$ cat config.mk
export PLATFORM = sky130hd
export DESIGN_NAME = textlcd_bus_driver_flat
export DESIGN_NICKNAME = d
export VERILOG_FILES = /design/src/rtl/textlcd_bus_driver_if.sv /design/src/rtl/textlcd_bus_driver.sv /design/src/flat_wrapper.sv
export SDC_FILE = /design/constraint.sdc
export NUM_CORES = 1
export LEC_CHECK = 0
export ABC_AREA = 1
export CAP_MARGIN = 0
export CORE_MARGIN = 5
export CORE_UTILIZATION = 47
export CTS_CLUSTER_SIZE = 14
export DETAILED_ROUTE_END_ITERATION = 10
export HOLD_SLACK_MARGIN = 0.06
export PLACE_DENSITY = 0.85
export RECOVER_POWER = 25
export SLEW_MARGIN = 0
export SYNTH_ARGS = -nofsm -noshare
export SYNTH_HDL_FRONTEND = slang
export SYNTH_SLANG_ARGS = --single-unit
$ cat constraint.sdc
create_clock -name CLK -period 1.5 [get_ports CLK]
set_input_delay 0.3 -clock CLK [delete_from_list [all_inputs] [get_ports CLK]]
set_output_delay 0.3 -clock CLK [all_outputs]
set_load 0.01 [all_outputs]
$ cat src/rtl/textlcd_bus_driver_if.sv
// Word stream from the mode display stage and the HD44780 bus driven toward the panel.
interface textlcd_bus_driver_if;
  logic       RW_IN;
  logic       RS_IN;
  logic [7:0] DATA_IN;
  logic       REINIT;
  logic       EN;
  logic       LCD_E;
  logic       LCD_RS;
  logic       LCD_RW;
  logic [7:0] LCD_DATA;

  modport master (
    output RW_IN, RS_IN, DATA_IN, REINIT,
    input  EN, LCD_E, LCD_RS, LCD_RW, LCD_DATA
  );

  modport slave (
    input  RW_IN, RS_IN, DATA_IN, REINIT,
    output EN, LCD_E, LCD_RS, LCD_RW, LCD_DATA
  );
endinterface

$ cat src/rtl/textlcd_bus_driver.sv
// HD44780 character LCD bus driver: power-up wait, init command burst, then
// forwards mode-stage write words with a half-cycle E strobe.
module textlcd_bus_driver #(
  parameter int PWRUP_CYC = 20,
  parameter int CLR_CYC   = 2
) (
  input logic                 CLK,
  input logic                 RESET,
  textlcd_bus_driver_if.slave bus
);

  localparam int MAXC = (PWRUP_CYC > CLR_CYC) ? PWRUP_CYC : CLR_CYC;
  localparam int CW   = (MAXC > 1) ? $clog2(MAXC) : 1;

  typedef enum logic [1:0] {S_PWR, S_INIT, S_CLRW, S_RUN} state_t;

  state_t        r_state, w_state;
  logic [CW-1:0] r_cnt, w_cnt;
  logic [2:0]    r_idx, w_idx;
  logic          r_en, w_en;
  logic          r_rs, w_rs;
  logic          r_rw, w_rw;
  logic [7:0]    r_data, w_data;
  logic          w_launch;
  logic          r_tog_p, r_tog_n, r_tog_q;

  function automatic logic [7:0] init_cmd(input logic [2:0] idx);
    case (idx)
      3'd3:    init_cmd = 8'h0C;
      3'd4:    init_cmd = 8'h06;
      3'd5:    init_cmd = 8'h01;
      default: init_cmd = 8'h38;
    endcase
  endfunction

  always_comb begin
    w_state = r_state;
    w_cnt   = r_cnt;
    w_idx   = r_idx;
    w_en    = r_en;
    w_rs    = r_rs;
    w_rw    = 1'b1;
    w_data  = r_data;
    unique case (r_state)
      S_PWR: begin
        if (r_cnt == CW'(PWRUP_CYC - 1)) begin
          w_state = S_INIT;
          w_cnt   = '0;
        end else begin
          w_cnt = r_cnt + CW'(1);
        end
      end
      S_INIT: begin
        // REINIT held parks the sequence at index 0 with the bus idle
        if (bus.REINIT) begin
          w_idx = 3'd0;
        end else begin
          w_rs   = 1'b0;
          w_rw   = 1'b0;
          w_data = init_cmd(r_idx);
          if (r_idx == 3'd5) begin
            w_state = S_CLRW;
            w_idx   = 3'd0;
            w_cnt   = '0;
          end else begin
            w_idx = r_idx + 3'd1;
          end
        end
      end
      S_CLRW: begin
        if (bus.REINIT) begin
          w_state = S_INIT;
          w_idx   = 3'd0;
          w_cnt   = '0;
        end else if (r_cnt == CW'(CLR_CYC - 1)) begin
          w_state = S_RUN;
          w_en    = 1'b1;
          w_cnt   = '0;
        end else begin
          w_cnt = r_cnt + CW'(1);
        end
      end
      S_RUN: begin
        if (bus.REINIT) begin
          w_state = S_INIT;
          w_idx   = 3'd0;
          w_en    = 1'b0;
        end else begin
          w_rs   = bus.RS_IN;
          w_rw   = bus.RW_IN;
          w_data = bus.DATA_IN;
        end
      end
    endcase
  end

  assign w_launch = ~w_rw;

  always_ff @(posedge CLK or negedge RESET) begin
    if (!RESET) begin
      r_state <= S_PWR;
      r_cnt   <= '0;
      r_idx   <= 3'd0;
      r_en    <= 1'b0;
      r_rs    <= 1'b0;
      r_rw    <= 1'b1;
      r_data  <= 8'h00;
      r_tog_p <= 1'b0;
      r_tog_q <= 1'b0;
    end else begin
      r_state <= w_state;
      r_cnt   <= w_cnt;
      r_idx   <= w_idx;
      r_en    <= w_en;
      r_rs    <= w_rs;
      r_rw    <= w_rw;
      r_data  <= w_data;
      if (w_launch) r_tog_p <= ~r_tog_p;
      r_tog_q <= r_tog_n;
    end
  end

  // E rises when the negedge copy picks up a launch toggle and falls when the
  // next posedge catches up, so back-to-back words each get a clean pulse.
  always_ff @(negedge CLK or negedge RESET) begin
    if (!RESET) r_tog_n <= 1'b0;
    else        r_tog_n <= r_tog_p;
  end

  assign bus.EN       = r_en;
  assign bus.LCD_E    = r_tog_n ^ r_tog_q;
  assign bus.LCD_RS   = r_rs;
  assign bus.LCD_RW   = r_rw;
  assign bus.LCD_DATA = r_data;

endmodule

$ cat src/flat_wrapper.sv
// flat-port wrapper written by rule: the top's interface ports become plain ports
module textlcd_bus_driver_flat 
#(
  parameter int PWRUP_CYC = 20,
  parameter int CLR_CYC   = 2
)
  (CLK, RESET, bus_RW_IN, bus_RS_IN, bus_DATA_IN, bus_REINIT, bus_EN, bus_LCD_E, bus_LCD_RS, bus_LCD_RW, bus_LCD_DATA);
  textlcd_bus_driver_if bus_i ();
  input logic CLK;
  input logic RESET;
  input wire logic [$bits(bus_i.RW_IN)-1:0] bus_RW_IN;
  input wire logic [$bits(bus_i.RS_IN)-1:0] bus_RS_IN;
  input wire logic [$bits(bus_i.DATA_IN)-1:0] bus_DATA_IN;
  input wire logic [$bits(bus_i.REINIT)-1:0] bus_REINIT;
  output wire logic [$bits(bus_i.EN)-1:0] bus_EN;
  output wire logic [$bits(bus_i.LCD_E)-1:0] bus_LCD_E;
  output wire logic [$bits(bus_i.LCD_RS)-1:0] bus_LCD_RS;
  output wire logic [$bits(bus_i.LCD_RW)-1:0] bus_LCD_RW;
  output wire logic [$bits(bus_i.LCD_DATA)-1:0] bus_LCD_DATA;
  assign bus_i.RW_IN = bus_RW_IN;
  assign bus_i.RS_IN = bus_RS_IN;
  assign bus_i.DATA_IN = bus_DATA_IN;
  assign bus_i.REINIT = bus_REINIT;
  assign bus_EN = bus_i.EN;
  assign bus_LCD_E = bus_i.LCD_E;
  assign bus_LCD_RS = bus_i.LCD_RS;
  assign bus_LCD_RW = bus_i.LCD_RW;
  assign bus_LCD_DATA = bus_i.LCD_DATA;
  textlcd_bus_driver #(.PWRUP_CYC(PWRUP_CYC), .CLR_CYC(CLR_CYC)) u_core (.CLK(CLK), .RESET(RESET), .bus(bus_i));
endmodule
==> results of run 1 <==
## routing by layer
layer | up-vias | track usage (%)
met5 | - | 0
met4 | 0 | 4.66
met3 | 2 | 2.08
met2 | 31 | 27.6
met1 | 581 | 18.2
li1 | 635 | -
## timing repair
action	4_1_cts	5_1_grt
cloned	0	0
gates resized for setup	15	12
buffers inserted	0	3
setup endpoints to repair	12	14
pin swaps	1	2
hold buffers	0	0
## critical path: stages, from the launching register on
cell	delay, ns
dfrtn_1	0.46
xor2_2	0.13
buf_2	0.13
## layout by cell type (no fill, tap or decap), drive strengths merged
cell,Yosys,layout
a31oi,3,3
dfrtn,1,1
nand2,48,48
clkbuf,0,4
buf,3,16
clkdlybuf4s50,0,11
o22ai,2,2
xor2,2,2
o21a,1,1
nand4,4,4
dfrtp,22,22
dfstp,1,1
dlygate4sd3,0,1
o21ai,10,10
dlygate4sd2,0,11
xnor2,1,1
inv,25,25
nor2,16,16
bufinv,0,1
nand3,14,14
nand3b,2,2
o211ai,4,4
nor3,1,1
ha,9,9
a21oi,1,1
o21bai,1,1
## worst paths after layout
path / to / slack, ns / depth (start not counted)
max in group asynchronous: u_core.r_tog_n / 0.52 / 1
min in group asynchronous: u_core.r_cnt[3] / 0.54 / 2
setup / recovery: bus_LCD_E / -0.57 / 2
setup reg to reg: u_core.r_cnt[2] / 0.09 / 10
hold / removal: u_core.r_tog_p / 0.49 / 1
hold reg to reg: u_core.r_tog_p / 0.49 / 1
## flip-flops by register name, summed over array words and instances, names as in the netlist
| signal | cells |
|---|---|
| u_core.bus.LCD_DATA | 8 |
| u_core.bus.LCD_RW | 1 |
| u_core.r_cnt | 5 |
| u_core.bus.EN | 1 |
| u_core.r_idx | 3 |
| u_core.r_tog_p | 1 |
| u_core.r_tog_n | 1 |
| u_core.bus.LCD_RS | 1 |
| u_core.r_tog_q | 1 |
| u_core.r_state | 2 |
## power by group
part / switching [mW] / total (mW) / internal, mW
registers: 0.171 / 1.06 / 0.891
clock network: 0.197 / 0.466 / 0.270
logic: 0.953 / 1.73 / 0.778
## area by class of cell
type | count | area (sq um)
Clock buffer | 3 | 22.5
Clock inverter | 1 | 30.0
Fill cell | 267 | 1120
Inverter | 25 | 93.8
Multi-Input combinational cell | 119 | 728
Sequential cell | 24 | 603
Tap cell | 33 | 41.3
Timing Repair Buffer | 40 | 339
## cell families (layout without fill, tap and decap cells)
group	count (synthesis)	count (layout)
xor gates and xnor gates	3	3
AOI/OAI and AO/OA	22	22
DFF	24	24
and+or+nand+nor	85	85
adders and majority gates	9	9
buffers and inverters	28	69
==> run_results.csv, run 1 <==
group,metric,value,unit
setup_path,crit_start,"u_core.r_tog_n",
clock_network,clk_pin_slew,0.14,ns
setup_path,worstPathArrival,1.77,ns
routing,wl_met2,1520,um
logic_synthesis,synth_top_area_share,38.7,%
routing,drt_iter0_drc,59,
logic_synthesis,muxShareOfSynthArea,0,%
cells_and_area,final_util,62.4,%
timing,final_max_slew_viol_count,0,
logic_synthesis,syn_nets,193,
place,port_buffers,24,
logic_synthesis,synthSimpleGateAreaFrac,29.5,%
logic_synthesis,async_reset_ff_share,100,%
logic_synthesis,synthXorXnorAreaFrac,1.85,%
cells_and_area,stdcell_area,1860,sq um
cells_and_area,diodes,0,
global_routing,grt-ovfl-total,0,
timing,layout_setup_ws,-0.574,ns
timing,hold_violations,0,
pwr,peakVddDrop,0.771,mV
setup_path,critPathKind,"reg2out",
routing,met1_length,1290,um
logic_synthesis,synthAdderAreaFrac,7.92,%
routing,top_layer,"met4",
status,violations,"setup timing",
clock_network,clock_latency,0.31,ns
logic_synthesis,syn_area,1420,sq um
floorplanning,die_h,65.0,um
routing,ant_nets,0,
cells_and_area,drive_above_1_share,23.1,%
pwr,power.total,3.26,mW
logic_synthesis,synth.area.top_cells,"dfrtp_1 39%, nand2_1 11%, ha_1 7.9%",
global_routing,grt_pass1_wl,5060,um
timing,finalSetupTns,-0.574,ns
status,status,"finished with violations",
clock_network,cts.path.max_buffers,2,
clock_network,tritoncts,"yes",
setup_path,regToRegStartpoint,"u_core.r_state[0]",
logic_synthesis,netlist_top_cells_count,"43 x nand2_1, 22 x dfrtp_1, 22 x inv_1",
setup_path,worstSetupEndpointType,"output pin",
place,pre_cts_ws,-0.660,ns
logic_synthesis,yosys.area.top_type,"dfrtp_1",
place,postPlaceCellArea,1780,sq um
cells_and_area,instances_no_fill,245,
logic_synthesis,avgSynthCellArea,8.32,sq um
routing,drc,0,
setup_path,start_kind,"flop",
logic_synthesis,synth_cells,171,
cells_and_area,syn_to_final_growth,30.6,%
logic_synthesis,synth-seq-area-share,42.3,%
routing,avgRoutedWirePerCell,12.2,um
routing,drt_wl_total,2980,um
clock_network,numCtsBuffers,3,
clock_network,htree_levels,1,
setup_path,critical_path.max_fanout,2,
routing,vias,1249,
routing,wl_met3,162,um
worst_hold_path,hold_path.class,"reg2reg",
setup_path,required,1.20,ns
clock_network,cts_root_buffer,"clkbuf_4",
place,placed_cells,238,
clock_network,cts.sinks,24,
pwr,leakage,0.950,nW
floorplanning,io_pins,25,
logic_synthesis,synth_top_family_by_area,"simple AND/OR/NAND/NOR gates",
floorplanning,core,2980,sq um
pwr,powerDensity,1750,nW/um^2
global_routing,grt_usage,15.1,%
timing,finalSetupViolations,1,
logic_synthesis,ys.flop_type,"dfrtp_1",
logic_synthesis,yosys_warnings,0,
worst_hold_path,hold_start,"u_core.r_tog_p",
flow_run,maxCapViolations,0,
logic_synthesis,synth.most_common_cell,"nand2_1",
floorplanning,die_area,4230,sq um
routing,via_per_inst,5.10,
global_routing,grt_pass1_vias,1185,
cells_and_area,fin_nets,235,
logic_synthesis,synth-compound-area-share,9.50,%
timing,worst_pin_slew,0.564,ns
floorplanning,initial_core_util,47.8,%
logic_synthesis,synth.distinct_cells,30,
floorplanning,dieWidth,65.0,um
timing,whs,0.490,ns
timing,fin_skew,0.00746,ns
timing,relSlewSlack,62.4,%
logic_synthesis,synth-seq-cells,24,
timing,rsz0062_at_grt,"yes",
global_routing,grt_max_degree,24,
routing,drtPass1Iterations,6,
place,routabilityCongestion,0.829,
global_routing,antenna_found_initial,0,
place,hpwl,2360,um
floorplanning,rows,20,
logic_synthesis,synth_edf_count,0,
Note: power is estimated with default switching activity, not from simulation.
==> run 2, diff against run 1 <==
RECOVER_POWER = not set   (was 25)
==> run_results.csv, run 2 (synthesis gave the netlist of run 1 again) <==
group,metric,value,unit
pwr,power.total,3.26,mW
routing,via_per_inst,5.09,
floorplanning,initial_core_util,47.8,%
timing,hold_violations,0,
place,hpwl,2360,um
timing,finalSetupTns,-0.574,ns
clock_network,numCtsBuffers,3,
floorplanning,dieWidth,65.0,um
floorplanning,rows,20,
setup_path,critPathKind,"reg2out",
setup_path,start_kind,"flop",
cells_and_area,stdcell_area,1860,sq um
timing,final_max_slew_viol_count,0,
setup_path,required,1.20,ns
timing,relSlewSlack,80.1,%
routing,avgRoutedWirePerCell,12.2,um
routing,wl_met2,1520,um
setup_path,critical_path.max_fanout,2,
routing,wl_met3,167,um
pwr,peakVddDrop,0.770,mV
worst_hold_path,hold_path.class,"in2async",
cells_and_area,fillers,268,
cells_and_area,instances_no_fill,245,
floorplanning,die_area,4230,sq um
status,violations,"setup timing",
clock_network,cts_root_buffer,"clkbuf_4",
clock_network,cts.path.max_buffers,2,
timing,layout_setup_ws,-0.574,ns
cells_and_area,final_common_cell,"nand2_1",
clock_network,clock_latency,0.31,ns
place,port_buffers,24,
global_routing,grt_pass1_wl,5060,um
global_routing,grt_usage,15.1,%
clock_network,htree_levels,1,
setup_path,regToRegStartpoint,"u_core.r_state[0]",
place,routabilityCongestion,0.829,
routing,drc,0,
clock_network,clk_pin_slew,0.14,ns
global_routing,grt-ovfl-total,0,
setup_path,timing.rr.end,"u_core.r_cnt[2]",
global_routing,antenna_found_initial,0,
clock_network,hold_buffers,0,
setup_path,crit_end,"bus_LCD_E",
global_routing,grt_pass1_vias,1185,
place,postPlaceCellArea,1780,sq um
timing,rsz0062_at_grt,"yes",
floorplanning,io_pins,25,
cells_and_area,fin_nets,235,
timing,finalSetupViolations,1,
status,status,"finished with violations",
timing,fin_skew,0.00746,ns
pwr,powerDensity,1750,nW/um^2
routing,drt_iter0_drc,59,
routing,vias,1247,
routing,drt_wl_total,2990,um
routing,ant_nets,0,
setup_path,rrSetupSlack,0.09,ns
routing,met1_length,1290,um
global_routing,grt_max_degree,24,
clock_network,tritoncts,"yes",
pwr,leakage,0.950,nW
place,pre_cts_ws,-0.660,ns
place,placed_cells,238,
timing,worst_pin_slew,0.297,ns
floorplanning,core,2980,sq um
setup_path,worstPathArrival,1.77,ns
cells_and_area,final_cell_mix,"42 x nand2_1, 21 x dfrtp_1, 19 x inv_1",
flow_run,maxCapViolations,0,
cells_and_area,drive_above_1_share,23.1,%
routing,drtPass1Iterations,6,
cells_and_area,largest_reg_flops,8,
setup_path,rr_worst_depth,10,
cells_and_area,diodes,0,
floorplanning,die_h,65.0,um
clock_network,cts.sinks,24,
routing,top_layer,"met4",
setup_path,crit_start,"u_core.r_tog_n",
cells_and_area,syn_to_final_growth,30.8,%
setup_path,worstSetupEndpointType,"output pin",
[run 2: cell count changes in the layout (fill, tap and decap cells not counted)]
cell,before,now
buf_4,15,16
clkbuf_2,1,0
clkdlybuf4s50_1,11,12
dlygate4sd3_1,1,0
[run 2: timing repair]
item	CTS	global route
pin swaps	1	2
resized for setup	15	12
endpoints found under the setup margin	12	14
buffers inserted	0	3
[run 2: layer usage]
layer / GRT usage [%] / vias to the layer above
met5: 0 / -
met4: 4.66 / 0
met2: 27.6 / 31
met1: 18.2 / 579
met3: 2.08 / 2
li1: - / 635
[run 2: per-stage QoR]
| stage | hold WS, ns | util, % |
|---|---|---|
| global route | 0.422 | 62.5 |
| detailed placement | 0.462 | 59.6 |
| CTS | 0.375 | 60.8 |
| finish | 0.366 | 62.5 |
| floorplan | 0.00441 | - |
| global placement | 0.458 | 59.6 |
[run 2: critical path, stage by stage, from the launching register on]
cell and delay [ns]:
dfrtn_1 0.46, xor2_2 0.13, buf_2 0.13
[run 2: worst min path at each step]
stage | start | end | depth (start not counted)
after CTS | RESET | u_core.r_tog_q | 2
after global routing | RESET | u_core.r_tog_q | 2
after floorplan | RESET | u_core.bus.EN | 0
after global placement | u_core.bus.EN | u_core.bus.EN | 2
final | RESET | u_core.r_cnt[3] | 2
after detailed placement | u_core.bus.EN | u_core.bus.EN | 2
[run 2: layout make-up]
| type | instances | area (sq um) | share of cell area, % |
|---|---|---|---|
| inverters | 25 | 93.8 | 5.04 |
| clock inverters | 1 | 30.0 | 1.61 |
| well taps | 33 | 41.3 | 2.22 |
| flip-flops and latches | 24 | 603 | 32.4 |
| clock buffers | 3 | 22.5 | 1.21 |
| multi-input cells | 119 | 728 | 39.1 |
| repair buffers | 40 | 342 | 18.4 |
[run 2: report_power, final]
| group | total (mW) | switching (mW) | leakage [nW] | internal, mW |
|---|---|---|---|---|
| sequential | 1.06 | 0.171 | 0.297 | 0.891 |
| clock | 0.466 | 0.196 | 0.0279 | 0.270 |
| combinational | 1.73 | 0.952 | 0.624 | 0.779 |
